File: src/rtl/sdio_pkg.sv
// sdio_pkg: command indices, status bit positions and state types for the SDIO command layer.
package sdio_pkg;
  localparam logic [5:0] CMD_GO_IDLE = 6'h00;
  localparam logic [5:0] CMD_STATUS = 6'h0D;
  localparam logic [5:0] CMD_REG = 6'h34;
  localparam logic [5:0] CMD_ID = 6'h3F;
  localparam int ST_ILLEGAL = 0;
  localparam int ST_TIMEOUT = 1;
  localparam int ST_OVERRUN = 2;
  typedef enum logic {IDLE = 1'b0, ACTIVE = 1'b1} card_state_t;
  typedef enum logic [1:0] {S_WAIT = 2'd0, S_REG = 2'd1, S_RESP = 2'd2} fsm_t;
endpackage

File: src/rtl/sdio_cmd_ctrl.sv
// sdio_cmd_ctrl: SDIO command-layer controller bridging REG commands to a register file.
// Define SDIO_CMD_TIMEOUT_EN to abort register accesses that are not acked within TIMEOUT_CYC cycles.
module sdio_cmd_ctrl
  import sdio_pkg::*;
#(
  parameter logic [31:0] CARD_ID = 32'hF00FF00F,
  parameter int TIMEOUT_CYC = 64
) (
  input  logic        clk,
  input  logic        rst_n,
  input  logic        req_valid,
  input  logic [5:0]  req_cmd,
  input  logic [31:0] req_arg,
  output logic        resp_valid,
  output logic [31:0] resp_arg,
  output logic        resp_skip,
  output logic        reg_req,
  output logic        reg_we,
  output logic [7:0]  reg_addr,
  output logic [15:0] reg_wdata,
  input  logic        reg_ack,
  input  logic [15:0] reg_rdata
);
  fsm_t fsm;
  card_state_t card_state;
  logic [2:0] status, snap, ovr_bit, tmo_bit;
  logic ovr, done, tmo;
  logic unused_arg;
  assign unused_arg = ^req_arg[30:24];
  assign ovr = req_valid && fsm != S_WAIT;
  assign ovr_bit = ovr ? 3'b100 : 3'b000;
  assign tmo_bit = tmo ? 3'b010 : 3'b000;
  assign done = fsm == S_REG && (reg_ack || tmo);
`ifdef SDIO_CMD_TIMEOUT_EN
  localparam int CW = $clog2(TIMEOUT_CYC);
  logic [CW-1:0] cnt;
  // an ack in the expiry cycle takes priority over the abort
  assign tmo = fsm == S_REG && !reg_ack && cnt == CW'(TIMEOUT_CYC - 1);
  always_ff @(posedge clk)
    if (!rst_n || fsm != S_REG) cnt <= '0;
    else cnt <= cnt + 1'b1;
`else
  logic unused_timeout;
  assign unused_timeout = |TIMEOUT_CYC;
  assign tmo = 1'b0;
`endif
  always_ff @(posedge clk) begin
    if (!rst_n) begin
      fsm <= S_WAIT;
      card_state <= IDLE;
      status <= '0;
      snap <= '0;
      resp_valid <= 1'b0;
      resp_skip <= 1'b0;
      resp_arg <= '0;
      reg_req <= 1'b0;
      reg_we <= 1'b0;
      reg_addr <= '0;
      reg_wdata <= '0;
    end else begin
      resp_valid <= 1'b0;
      resp_skip <= 1'b0;
      status <= status | ovr_bit;
      case (fsm)
        S_WAIT:
          if (req_valid) begin
            if (req_cmd == CMD_GO_IDLE) begin
              resp_skip <= 1'b1;
              card_state <= IDLE;
              status <= '0;
            end else if (req_cmd == CMD_ID) begin
              resp_valid <= 1'b1;
              resp_arg <= CARD_ID;
              card_state <= ACTIVE;
            end else if (req_cmd == CMD_STATUS) begin
              resp_valid <= 1'b1;
              resp_arg <= {5'b0, status, 7'b0, card_state, 16'h0000};
              status <= '0;
            end else if (req_cmd == CMD_REG && card_state == ACTIVE) begin
              reg_req <= 1'b1;
              reg_we <= req_arg[31];
              reg_addr <= req_arg[23:16];
              reg_wdata <= req_arg[15:0];
              snap <= status;
              fsm <= S_REG;
            end else begin
              resp_skip <= 1'b1;
              status[ST_ILLEGAL] <= 1'b1;
            end
          end
        S_REG:
          if (done) begin
            reg_req <= 1'b0;
            resp_valid <= 1'b1;
            resp_arg <= {5'b0, snap, reg_addr, tmo ? 16'h0000 : reg_we ? reg_wdata : reg_rdata};
            // only the bits actually reported are cleared; errors raised meanwhile stay
            status <= (status & ~snap) | ovr_bit | tmo_bit;
            fsm <= S_RESP;
          end
        S_RESP: fsm <= S_WAIT;
        default: fsm <= S_WAIT;
      endcase
    end
  end
endmodule
File: config.mk
export PLATFORM = sky130hd
export DESIGN_NAME = sdio_cmd_ctrl
export DESIGN_NICKNAME = d
export VERILOG_FILES = /design/src/rtl/sdio_pkg.sv /design/src/rtl/sdio_cmd_ctrl.sv
export SDC_FILE = /design/constraint.sdc
export NUM_CORES = 1
export LEC_CHECK = 0
export ABC_AREA = 0
export BUFFER_PORTS_ARGS = -buffer_cell sky130_fd_sc_hd__buf_2
export CORE_MARGIN = 4
export CORE_UTILIZATION = 51
export CTS_CLUSTER_SIZE = 16
export DETAILED_ROUTE_END_ITERATION = 16
export HOLD_SLACK_MARGIN = 0.1
export MAX_ROUTING_LAYER = met4
export PLACE_DENSITY = 0.84
export SYNTH_ARGS = -nofsm -noshare
export SYNTH_HDL_FRONTEND = slang
export SYNTH_SLANG_ARGS = --single-unit
export TNS_END_PERCENT = 30
File: constraint.sdc
create_clock -name clk -period 2.3 [get_ports clk]
set_input_delay 0.115 -clock clk [delete_from_list [all_inputs] [get_ports clk]]
set_output_delay 0.115 -clock clk [all_outputs]
set_load 0.02 [all_outputs]
==> impl_metrics.csv <==
group,metric,value,unit
synthesis,synth_edf_count,0,
setup_path,crit_path_max_fanout,27,
timing,final.min_clock_period,1857,ps
routing,wl_met1,3261,um
synthesis,yosys.area_share.simple,14.82,%
layout,fin_nets,480,
setup_path,timing.rr.end,"reg_wdata[4]$_SDFFE_PN0P_",
routing,drc,0,
global_routing,antenna_found_initial,0,
power_and_ir_drop,peakVddDrop,0.4959,mV
timing,final_max_slew_viol_count,0,
layout,final_common_cell,"buf_2",
global_routing,grt_max_degree,37,
layout,drive_gt1_share,34.98,%
layout,instances_no_fill,496,
floorplan,start_util,53.85,%
global_routing,grt_pass1_wl,11550,um
clock_network,cts_tree,"built",
timing,grt_setup_unrepaired,"no",
power_and_ir_drop,powerDensity,575.1,nW/um^2
routing,routed-wl-met2,3462,um
layout,final_cell_mix,"109 x buf_2, 65 x dfxtp_1, 49 x nor2_1",
synthesis,synth-compound-area-share,14.91,%
routing,firstDrtPassIters,4,
placed_design,place_congestion,0.9045,
floorplan,die_w,82.13,um
placed_design,dp_cells,455,
global_routing,grt_pass1_vias,2451,
synthesis,synth_flop_cell,"dfxtp_1",
setup_path,critical_path_arrival,2070,ps
synthesis,synth_fp_nets,351,
setup_path,critical_path_class,"flip-flop to flip-flop",
synthesis,synthAdderAreaFrac,0,%
clock_network,cts_buffer_depth,2,
worst_hold_path,holdPathStages,2,
clock_network,cts_buffers,9,
routing,ant_nets,0,
placed_design,dp_hpwl,4855,um
setup_path,rrSetupSlack,440,ps
synthesis,seq_area_frac_synth,46.43,%
synthesis,syn_area_per_cell,9.565,sq um
routing,met3_wirelength,512,um
worst_hold_path,min_from,"rst_n",
synthesis,async_reset_ff_share,0,%
timing,tightest_slew,534.5,ps
synthesis,synth_seq_cells,65,
power_and_ir_drop,power,2.192,mW
layout,fin_util,73.22,%
routing,drt-total-wl,7347,um
worst_hold_path,hp-class,"primary input to flip-flop",
timing,period_share,80.75,%
floorplan,die_y,82.13,um
timing,clock_skew,7.666,ps
layout,diodes,0,
synthesis,synth.distinct_cells,41,
synthesis,muxShareOfSynthArea,17.86,%
setup_path,crit_required,2520,ps
setup_path,start_kind,"flip-flop",
placed_design,port_buffers,109,
global_routing,grt_usage,23.27,%
setup_path,worst_setup_path_end_kind,"flip-flop",
synthesis,yosys_warnings,0,
routing,avgRoutedWirePerCell,14.81,um
timing,relSlewSlack,64.23,%
floorplan,fp-row-count,26,
clock_network,ctsHtreeMaxLevel,3,
floorplan,io_pins,118,
timing,tns,0,ps
floorplan,die_area,6745,sq um
clock_network,post_cts_buffers,0,
timing,finalHoldViolCount,0,
outcome,status,"completed",
routing,num_vias,2571,
synthesis,synthesis.instances,293,
setup_path,rr_startpoint,"fsm[0]$_SDFFE_PN0P_",
clock_network,clk_pin_slew,70,ps
power_and_ir_drop,p_leak,1.965,nW
layout,syn_to_final_growth,35.98,%
timing,fmax,0.5384,GHz
routing,highest_layer,"met4",
clock_network,clock_latency,340,ps
routing,drt_iter0_markers,61,
routing,vias_per_cell,5.183,
timing,setup_viol,0,
flow_run,max_cap_viol_count,0,
worst_hold_path,holdPathEnd,"resp_arg[30]$_SDFFE_PN0P_",
synthesis,synth_xor_area_share,0,%
clock_network,clockRootBuffer,"clkbuf_8",
setup_path,r2r_cells,5,
floorplan,coreArea,5205,sq um
clock_network,cts.sinks,65,
synthesis,synth_area,2803,sq um
synthesis,synth_top_family_by_area,"multiplexers",
global_routing,grt.overflow.total,0,
-- power by group --
part / switching, mW / internal [mW] / leakage (nW)
Combinational: 0.0740 / 0.0881 / 1.35
Sequential: 0.00359 / 1.13 / 0.524
Clock: 0.404 / 0.490 / 0.0929
-- state kept, by name, summed over array words and instances (netlist names) --
register    cells
card_state      1
fsm             2
reg_addr        8
reg_req         1
reg_wdata      16
reg_we          1
resp_arg       28
resp_skip       1
resp_valid      1
snap            3
status          3
-- cell families (layout without fill, tap and decap cells) --
group | count (synthesis) | after routing
AND/OR/NAND/NOR | 93 | 93
other | 1 | 1
flip-flops | 65 | 65
AO/OA/AOI/OAI | 54 | 54
multiplexers | 49 | 49
buffers and inverters | 31 | 164
-- layer usage --
layer	GRT usage [%]	up-vias
li1	-	1283
met1	27.25	1173
met2	38.61	102
met3	4.447	13
met4	10.80	0
met5	-	-
-- layout make-up --
class	count	area (sq um)
Sequential cell	65	1301
Tap cell	70	87.58
Timing Repair Buffer	145	893.4
Inverter	4	15.01
Clock inverter	4	45.04
Multi-Input combinational cell	197	1338
Clock buffer	11	131.4
Fill cell	392	1394
-- synthesized netlist by cell type, types with 2 or more instances --
cell	instances	area, sq um
o31ai_1	2	15.01
mux2_2	8	90.09
clkbuf_1	11	41.29
buf_4	6	45.04
a2bb2oi_1	2	17.52
o221a_1	5	56.30
o21a_1	3	22.52
o221a_2	4	45.04
a21oi_1	10	50.05
mux2i_1	41	410.4
nand2b_1	3	18.77
a311oi_1	2	17.52
nand2_1	19	71.32
o211ai_1	8	60.06
nor2_1	49	183.9
buf_2	8	40.04
inv_1	3	11.26
nand3_1	8	40.04
buf_6	2	22.52
nor3_1	3	15.01
o21ai_0	11	55.05
a211oi_1	2	15.01
dfxtp_1	65	1301
-- per-stage QoR --
step / hold WS (ps) / cell area (sq um) / setup WS (ps)
floorplan: 258.9 / 2803 / 654.8
global placement: 340.2 / 3374 / 449.8
detailed placement: 352.6 / 3374 / 438.6
CTS: 126.9 / 3811 / 440.2
global route: 145.9 / 3811 / 230.5
finish: 141.7 / 3811 / 442.8
-- critical path: stages (launching register included) --
cell     delay [ps]
dfxtp_1         420
nor3b_1         370
nand4_1         380
buf_12          320
mux2i_1         190
nor2_1           50
-- worst max-delay path by stage --
stage	endpoint	startpoint	slack [ps]
global route	reg_addr[4]$_SDFFE_PN0P_	fsm[0]$_SDFFE_PN0P_	230
finish	reg_wdata[4]$_SDFFE_PN0P_	fsm[0]$_SDFFE_PN0P_	440
floorplan	resp_arg[10]$_SDFFE_PN0P_	reg_we$_SDFFE_PN0P_	650
global placement	resp_arg[2]$_SDFFE_PN0P_	req_cmd[1]	450
CTS	reg_wdata[4]$_SDFFE_PN0P_	fsm[0]$_SDFFE_PN0P_	440
detailed placement	reg_wdata[4]$_SDFFE_PN0P_	fsm[0]$_SDFFE_PN0P_	440
-- repair_timing --
item / 4_1_cts / 5_1_grt
endpoints found under the setup margin: 0 / 0
hold buffers: 26 / 0
endpoints found under the hold margin: 26 / 0
resized for setup: 0 / 0
No activity file was read; power rests on OpenSTA's default activity.
